[src/rtl/alu_issue_capture.sv]
// Issue/capture sequencer around a gate-level ALU: registers one request, waits a settle window, captures the response.
// Optional result self-check against a behavioural model is enabled with `define ALU_ISSUE_CHECK_EN.
module alu_issue_capture #(
    parameter int WIDTH         = 32,
    parameter int SETTLE_CYCLES = 8,
    parameter int CNT_W         = 8
) (
    input  logic             clk,
    input  logic             reset,
    input  logic             req_valid,
    output logic             req_ready,
    input  logic [WIDTH-1:0] req_a,
    input  logic [WIDTH-1:0] req_b,
    input  logic [2:0]       req_cmd,
    output logic [WIDTH-1:0] alu_operandA,
    output logic [WIDTH-1:0] alu_operandB,
    output logic [2:0]       alu_command,
    input  logic [WIDTH-1:0] alu_result,
    input  logic             alu_carryout,
    input  logic             alu_zero,
    input  logic             alu_overflow,
    output logic             rsp_valid,
    input  logic             rsp_ready,
    output logic [WIDTH-1:0] rsp_result,
    output logic             rsp_carryout,
    output logic             rsp_zero,
    output logic             rsp_overflow,
    output logic [2:0]       rsp_cmd,
    output logic             busy,
    output logic             check_err
);

    typedef enum logic [1:0] {
        S_IDLE   = 2'd0,
        S_SETTLE = 2'd1,
        S_HOLD   = 2'd2
    } state_t;

    state_t             state_reg;
    logic [CNT_W-1:0]   cnt_reg;
    logic [WIDTH-1:0]   alu_a_reg;
    logic [WIDTH-1:0]   alu_b_reg;
    logic [2:0]         alu_cmd_reg;
    logic               rsp_valid_reg;
    logic [WIDTH-1:0]   rsp_result_reg;
    logic               rsp_carry_reg;
    logic               rsp_zero_reg;
    logic               rsp_ovf_reg;
    logic [2:0]         rsp_cmd_reg;

    assign req_ready    = (state_reg == S_IDLE);
    assign busy         = (state_reg == S_SETTLE) || (state_reg == S_HOLD);
    assign alu_operandA = alu_a_reg;
    assign alu_operandB = alu_b_reg;
    assign alu_command  = alu_cmd_reg;
    assign rsp_valid    = rsp_valid_reg;
    assign rsp_result   = rsp_result_reg;
    assign rsp_carryout = rsp_carry_reg;
    assign rsp_zero     = rsp_zero_reg;
    assign rsp_overflow = rsp_ovf_reg;
    assign rsp_cmd      = rsp_cmd_reg;

    wire capture_now = (state_reg == S_SETTLE) && (cnt_reg == '0);

    // ALU operand registers only move on an accept edge, keeping the ALU inputs glitch-free.
    always_ff @(posedge clk) begin
        if (reset) begin
            state_reg      <= S_IDLE;
            cnt_reg        <= '0;
            alu_a_reg      <= '0;
            alu_b_reg      <= '0;
            alu_cmd_reg    <= '0;
            rsp_valid_reg  <= 1'b0;
            rsp_result_reg <= '0;
            rsp_carry_reg  <= 1'b0;
            rsp_zero_reg   <= 1'b0;
            rsp_ovf_reg    <= 1'b0;
            rsp_cmd_reg    <= '0;
        end else begin
            case (state_reg)
                S_IDLE: begin
                    if (req_valid) begin
                        alu_a_reg   <= req_a;
                        alu_b_reg   <= req_b;
                        alu_cmd_reg <= req_cmd;
                        cnt_reg     <= CNT_W'(SETTLE_CYCLES - 1);
                        state_reg   <= S_SETTLE;
                    end
                end
                S_SETTLE: begin
                    if (capture_now) begin
                        rsp_result_reg <= alu_result;
                        rsp_carry_reg  <= alu_carryout;
                        rsp_zero_reg   <= alu_zero;
                        rsp_ovf_reg    <= alu_overflow;
                        rsp_cmd_reg    <= alu_cmd_reg;
                        rsp_valid_reg  <= 1'b1;
                        state_reg      <= S_HOLD;
                    end else begin
                        cnt_reg <= cnt_reg - 1'b1;
                    end
                end
                S_HOLD: begin
                    if (rsp_valid_reg && rsp_ready) begin
                        rsp_valid_reg <= 1'b0;
                        state_reg     <= S_IDLE;
                    end
                end
                default: state_reg <= S_IDLE;
            endcase
        end
    end

`ifdef ALU_ISSUE_CHECK_EN
    localparam logic [2:0] c_ADD  = 3'd0;
    localparam logic [2:0] c_SUB  = 3'd1;
    localparam logic [2:0] c_XOR  = 3'd2;
    localparam logic [2:0] c_SLT  = 3'd3;
    localparam logic [2:0] c_AND  = 3'd4;
    localparam logic [2:0] c_NAND = 3'd5;
    localparam logic [2:0] c_NOR  = 3'd6;
    localparam logic [2:0] c_OR   = 3'd7;

    logic        check_err_reg;
    logic [15:0] mismatch_count;

    function automatic logic [WIDTH-1:0] ref_result(input logic [WIDTH-1:0] a,
                                                    input logic [WIDTH-1:0] b,
                                                    input logic [2:0]       cmd);
        logic [WIDTH-1:0] r;
        r = '0;
        case (cmd)
            c_ADD:   r = a + b;
            c_SUB:   r = a - b;
            c_XOR:   r = a ^ b;
            c_SLT:   r = {{(WIDTH-1){1'b0}}, ($signed(a) < $signed(b))};
            c_AND:   r = a & b;
            c_NAND:  r = ~(a & b);
            c_NOR:   r = ~(a | b);
            c_OR:    r = a | b;
            default: r = '0;
        endcase
        return r;
    endfunction

    // Only the result is compared; flag behaviour of the gate-level ALU is not modelled.
    always_ff @(posedge clk) begin
        if (reset) begin
            check_err_reg  <= 1'b0;
            mismatch_count <= '0;
        end else if (capture_now &&
                     (alu_result != ref_result(alu_a_reg, alu_b_reg, alu_cmd_reg))) begin
            check_err_reg <= 1'b1;
            if (mismatch_count != 16'hFFFF)
                mismatch_count <= mismatch_count + 16'd1;
        end
    end

    assign check_err = check_err_reg;
`else
    assign check_err = 1'b0;
`endif

endmodule

[config.mk]
export PLATFORM = sky130hd
export DESIGN_NAME = alu_issue_capture
export DESIGN_NICKNAME = d
export VERILOG_FILES = /design/src/rtl/alu_issue_capture.sv
export SDC_FILE = /design/constraint.sdc
export NUM_CORES = 1
export LEC_CHECK = 0
export CAP_MARGIN = 5
export CORE_MARGIN = 4
export CORE_UTILIZATION = 43
export DETAILED_ROUTE_END_ITERATION = 7
export PLACE_DENSITY_LB_ADDON = 0.25
export SETUP_SLACK_MARGIN = 0.4
export SLEW_MARGIN = 10
export SYNTH_ARGS = -nofsm -noshare
export SYNTH_HDL_FRONTEND = slang
export SYNTH_SLANG_ARGS = --single-unit
[constraint.sdc]
create_clock -name clk -period 4.45 [get_ports clk]
set_input_delay 0.89 -clock clk [delete_from_list [all_inputs] [get_ports clk]]
set_output_delay 0.89 -clock clk [all_outputs]
set_load 0.03 [all_outputs]
==> run_results.csv <==
group,metric,value,unit
run_status,outcome,"completed",
route,drt_wl_total,12640,um
route,drt_first_iter_violations,201,
pwr,power_frac_seq,31.8,%
floorplanning,rows,36,
cells_and_area,area_delta_synth_final,65.59,%
pwr,p_sw_share,34.31,%
min_path,whs_path_depth,2,
clock_network,cts_tree,"built",
cells_and_area,drive_gt1_share,5.890,%
critical_path,crit_type,"flop to output pin",
grt,grt_overflow_total,0,
clock_network,cts_buffers,17,
floorplanning,die_h,107.6,um
route,drc_errors,0,
sta,max_freq,0.3495,GHz
run,cap_violations,0,
route,highest_layer,"met4",
route,drtPass1Iterations,5,
sta,period_share,64.31,%
critical_path,setup.worst_path.start,"state_reg[0]",
route,route.vias.total,4280,
route,met2_length,6323,um
critical_path,cp-start-kind,"flop",
sta,rsz0062_at_grt,"no",
pwr,combPwrFrac,34.0,%
min_path,hold_path.startpoint,"alu_operandA[7]",
critical_path,worstPathArrival,1.97,ns
route,met1Wirelength,4966,um
route,route.met3.wl,1168,um
clock_network,clockBufferDepth,2,
floorplanning,die_area,11590,um2
clock_network,htree_num_levels,4,
cells_and_area,multiInputGateArea,1767,um2
floorplanning,dieWidth,107.6,um
synthesis,synth_cell_types,38,
synthesis,synthCells,537,
pwr,ir_worst_vdd,0.0003547,V
sta,fin_ws,1.588,ns
critical_path,endpoint_kind,"output pin",
synthesis,synth.avg_cell_area,7.950,um2
sta,final-max-slew-violation-count,0,
synthesis,async_flop_share,0,%
critical_path,r2r-start,"state_reg[0]",
grt,grt_pass1_vias,4263,
floorplanning,initial_core_util,43.88,%
placed_design,place_ws,1.625,ns
placed_design,numPortBuffers,213,
synthesis,synth_area,4269,um2
sta,finalHoldViolCount,0,
critical_path,worstPathMaxFanout,4,
pwr,intPower,2.771,mW
route,drtAntennaViolNets,0,
sta,tightest_slew,1.190,ns
critical_path,regToRegSetupSlack,2.26,ns
clock_network,cts_root_buf,"clkbuf_8",
synthesis,ys_ff_latch,116,
cells_and_area,fillers,767,
synthesis,dominantRegCellSynth,"dfxtp_1",
floorplanning,core,9729,um2
sta,setup_viol,0,
clock_network,hold_buffers,0,
route,avgViaCountPerCell,4.864,
grt,grt_max_degree,115,
route,detail_route.wl_per_cell,14.37,um
sta,maxSlewHeadroom,20.65,%
sta,fin_crit,2.862,ns
pwr,p_leak,2.587,nW
placed_design,dp_hpwl,8684,um
clock_network,clkTransAtPathRegs,0.05,ns
grt,grt_pass1_wl,19960,um
clock_network,cts.sinks,116,
synthesis,synth_warnings,0,
pwr,switchingPower,1.447,mW
synthesis,ys_seq_area_share,54.40,%
pwr,p_per_area,596.7,nW/um2
clock_network,clock_latency,0.51,ns
clock_network,cts.repair.resized,0,
synthesis,synth_top_cells_by_count,"nand2_1, dfxtp_1, a21oi_1",
pwr,pwr-share-clk,34.3,%
cells_and_area,regArea,2322,um2
sta,tns,0,ns
critical_path,rr_worst_depth,5,
synthesis,synth_area_leaders,"dfxtp_1, nand2_1, a21oi_1",
clock_network,post_cts_buffers,0,
grt,grt_antenna_before_repair,0,
placed_design,gp_congestion,0.7782,
cells_and_area,n_antenna_cell,0,
synthesis,synth.most_common_cell,"nand2_1",
cells_and_area,final_nets,848,
synthesis,synth_top_area_cell,"dfxtp_1",
critical_path,cp.required,3.56,ns
floorplanning,top_level_ports,215,
grt,grt.total_usage,21.79,%
min_path,min_path_type,"flop to flop",
sta,fin_skew,0.01029,ns
synthesis,synth_edf_count,0,
synthesis,yosysTopAreaCellShare,54.40,%
synthesis,syn_nets,650,
==> critical path: stages (launching register included) <==
cell             delay (ns)
dfxtp_1                0.39
inv_1                  0.10
ha_1                   0.29
clkdlybuf4s50_1        0.69
==> placed cells by master, fill, tap and decap left out, types with 2 or more instances in the layout <==
cell,netlist,routed
clkinv_2,0,2
nor3_1,3,3
dfxtp_1,116,116
clkinv_4,0,2
a211oi_1,2,2
mux2i_1,2,2
nand2_1,214,213
clkbuf_16,0,16
buf_4,1,4
clkdlybuf4s50_1,0,212
nor2_1,9,8
xor2_1,3,3
bufinv_16,0,5
ha_1,7,7
inv_1,7,7
nand4_1,2,2
clkbuf_8,0,2
nand2b_1,4,4
a21oi_1,110,110
clkinvlp_4,0,4
==> per-stage QoR <==
stage	hold slack (ns)	util [%]	power (mW)	std cells	cell area [um2]
2_1_floorplan	0.4647	-	2.244	537	4269
3_3_place_gp	0.4406	66.13	2.750	849	6434
3_5_place_dp	0.4467	66.13	2.796	849	6434
4_1_cts	0.4542	72.66	4.259	880	7069
5_1_grt	0.4772	72.66	4.449	880	7069
6_report	0.4508	72.66	4.218	880	7069
==> layout make-up <==
type                       count  share of cell area (%)
clock buffer                  18                   6.053
clock inverter                13                   2.938
inverter                       7                  0.3717
multi-input combinational    377                   24.99
sequential                   116                   32.85
tap                          133                   2.354
timing repair buffer         216                   30.44
==> metal layers <==
| metal | vias up | global-route usage [%] |
|---|---|---|
| met5 | - | 0 |
| met4 | 0 | 7.755 |
| met3 | 16 | 10.20 |
| met2 | 158 | 37.79 |
| met1 | 1970 | 23.09 |
| li1 | 2136 | - |
==> path summary, 6_finish.rpt <==
kind	endpoint
hold reg to reg	alu_operandA[7]
hold / removal	alu_operandA[7]
setup / recovery	busy
setup reg to reg	alu_operandB[8]
==> cells by family (layout without fill, tap and decap cells) <==
logic type	count (synthesis)	in the layout	synth area share, %
AOI/OAI and AO/OA	121	121	15.15
xor gates and xnor gates	3	3	0.6156
adders and majority gates	7	7	2.051
buffers and inverters	44	254	4.367
DFF	116	116	54.40
muxes	3	3	0.7327
other	1	1	0.08784
and+or+nand+nor	242	242	22.60
==> power groups by stage <==
stage / sequential [mW] / clock, mW / combinational [mW]
floorplan: 1.64 / 0 / 0.605
global route: 1.37 / 1.53 / 1.55
CTS: 1.34 / 1.47 / 1.45
finish: 1.34 / 1.45 / 1.43
global placement: 1.35 / 0 / 1.40
detailed placement: 1.36 / 0 / 1.44
No activity file was read; power rests on OpenSTA's default activity.
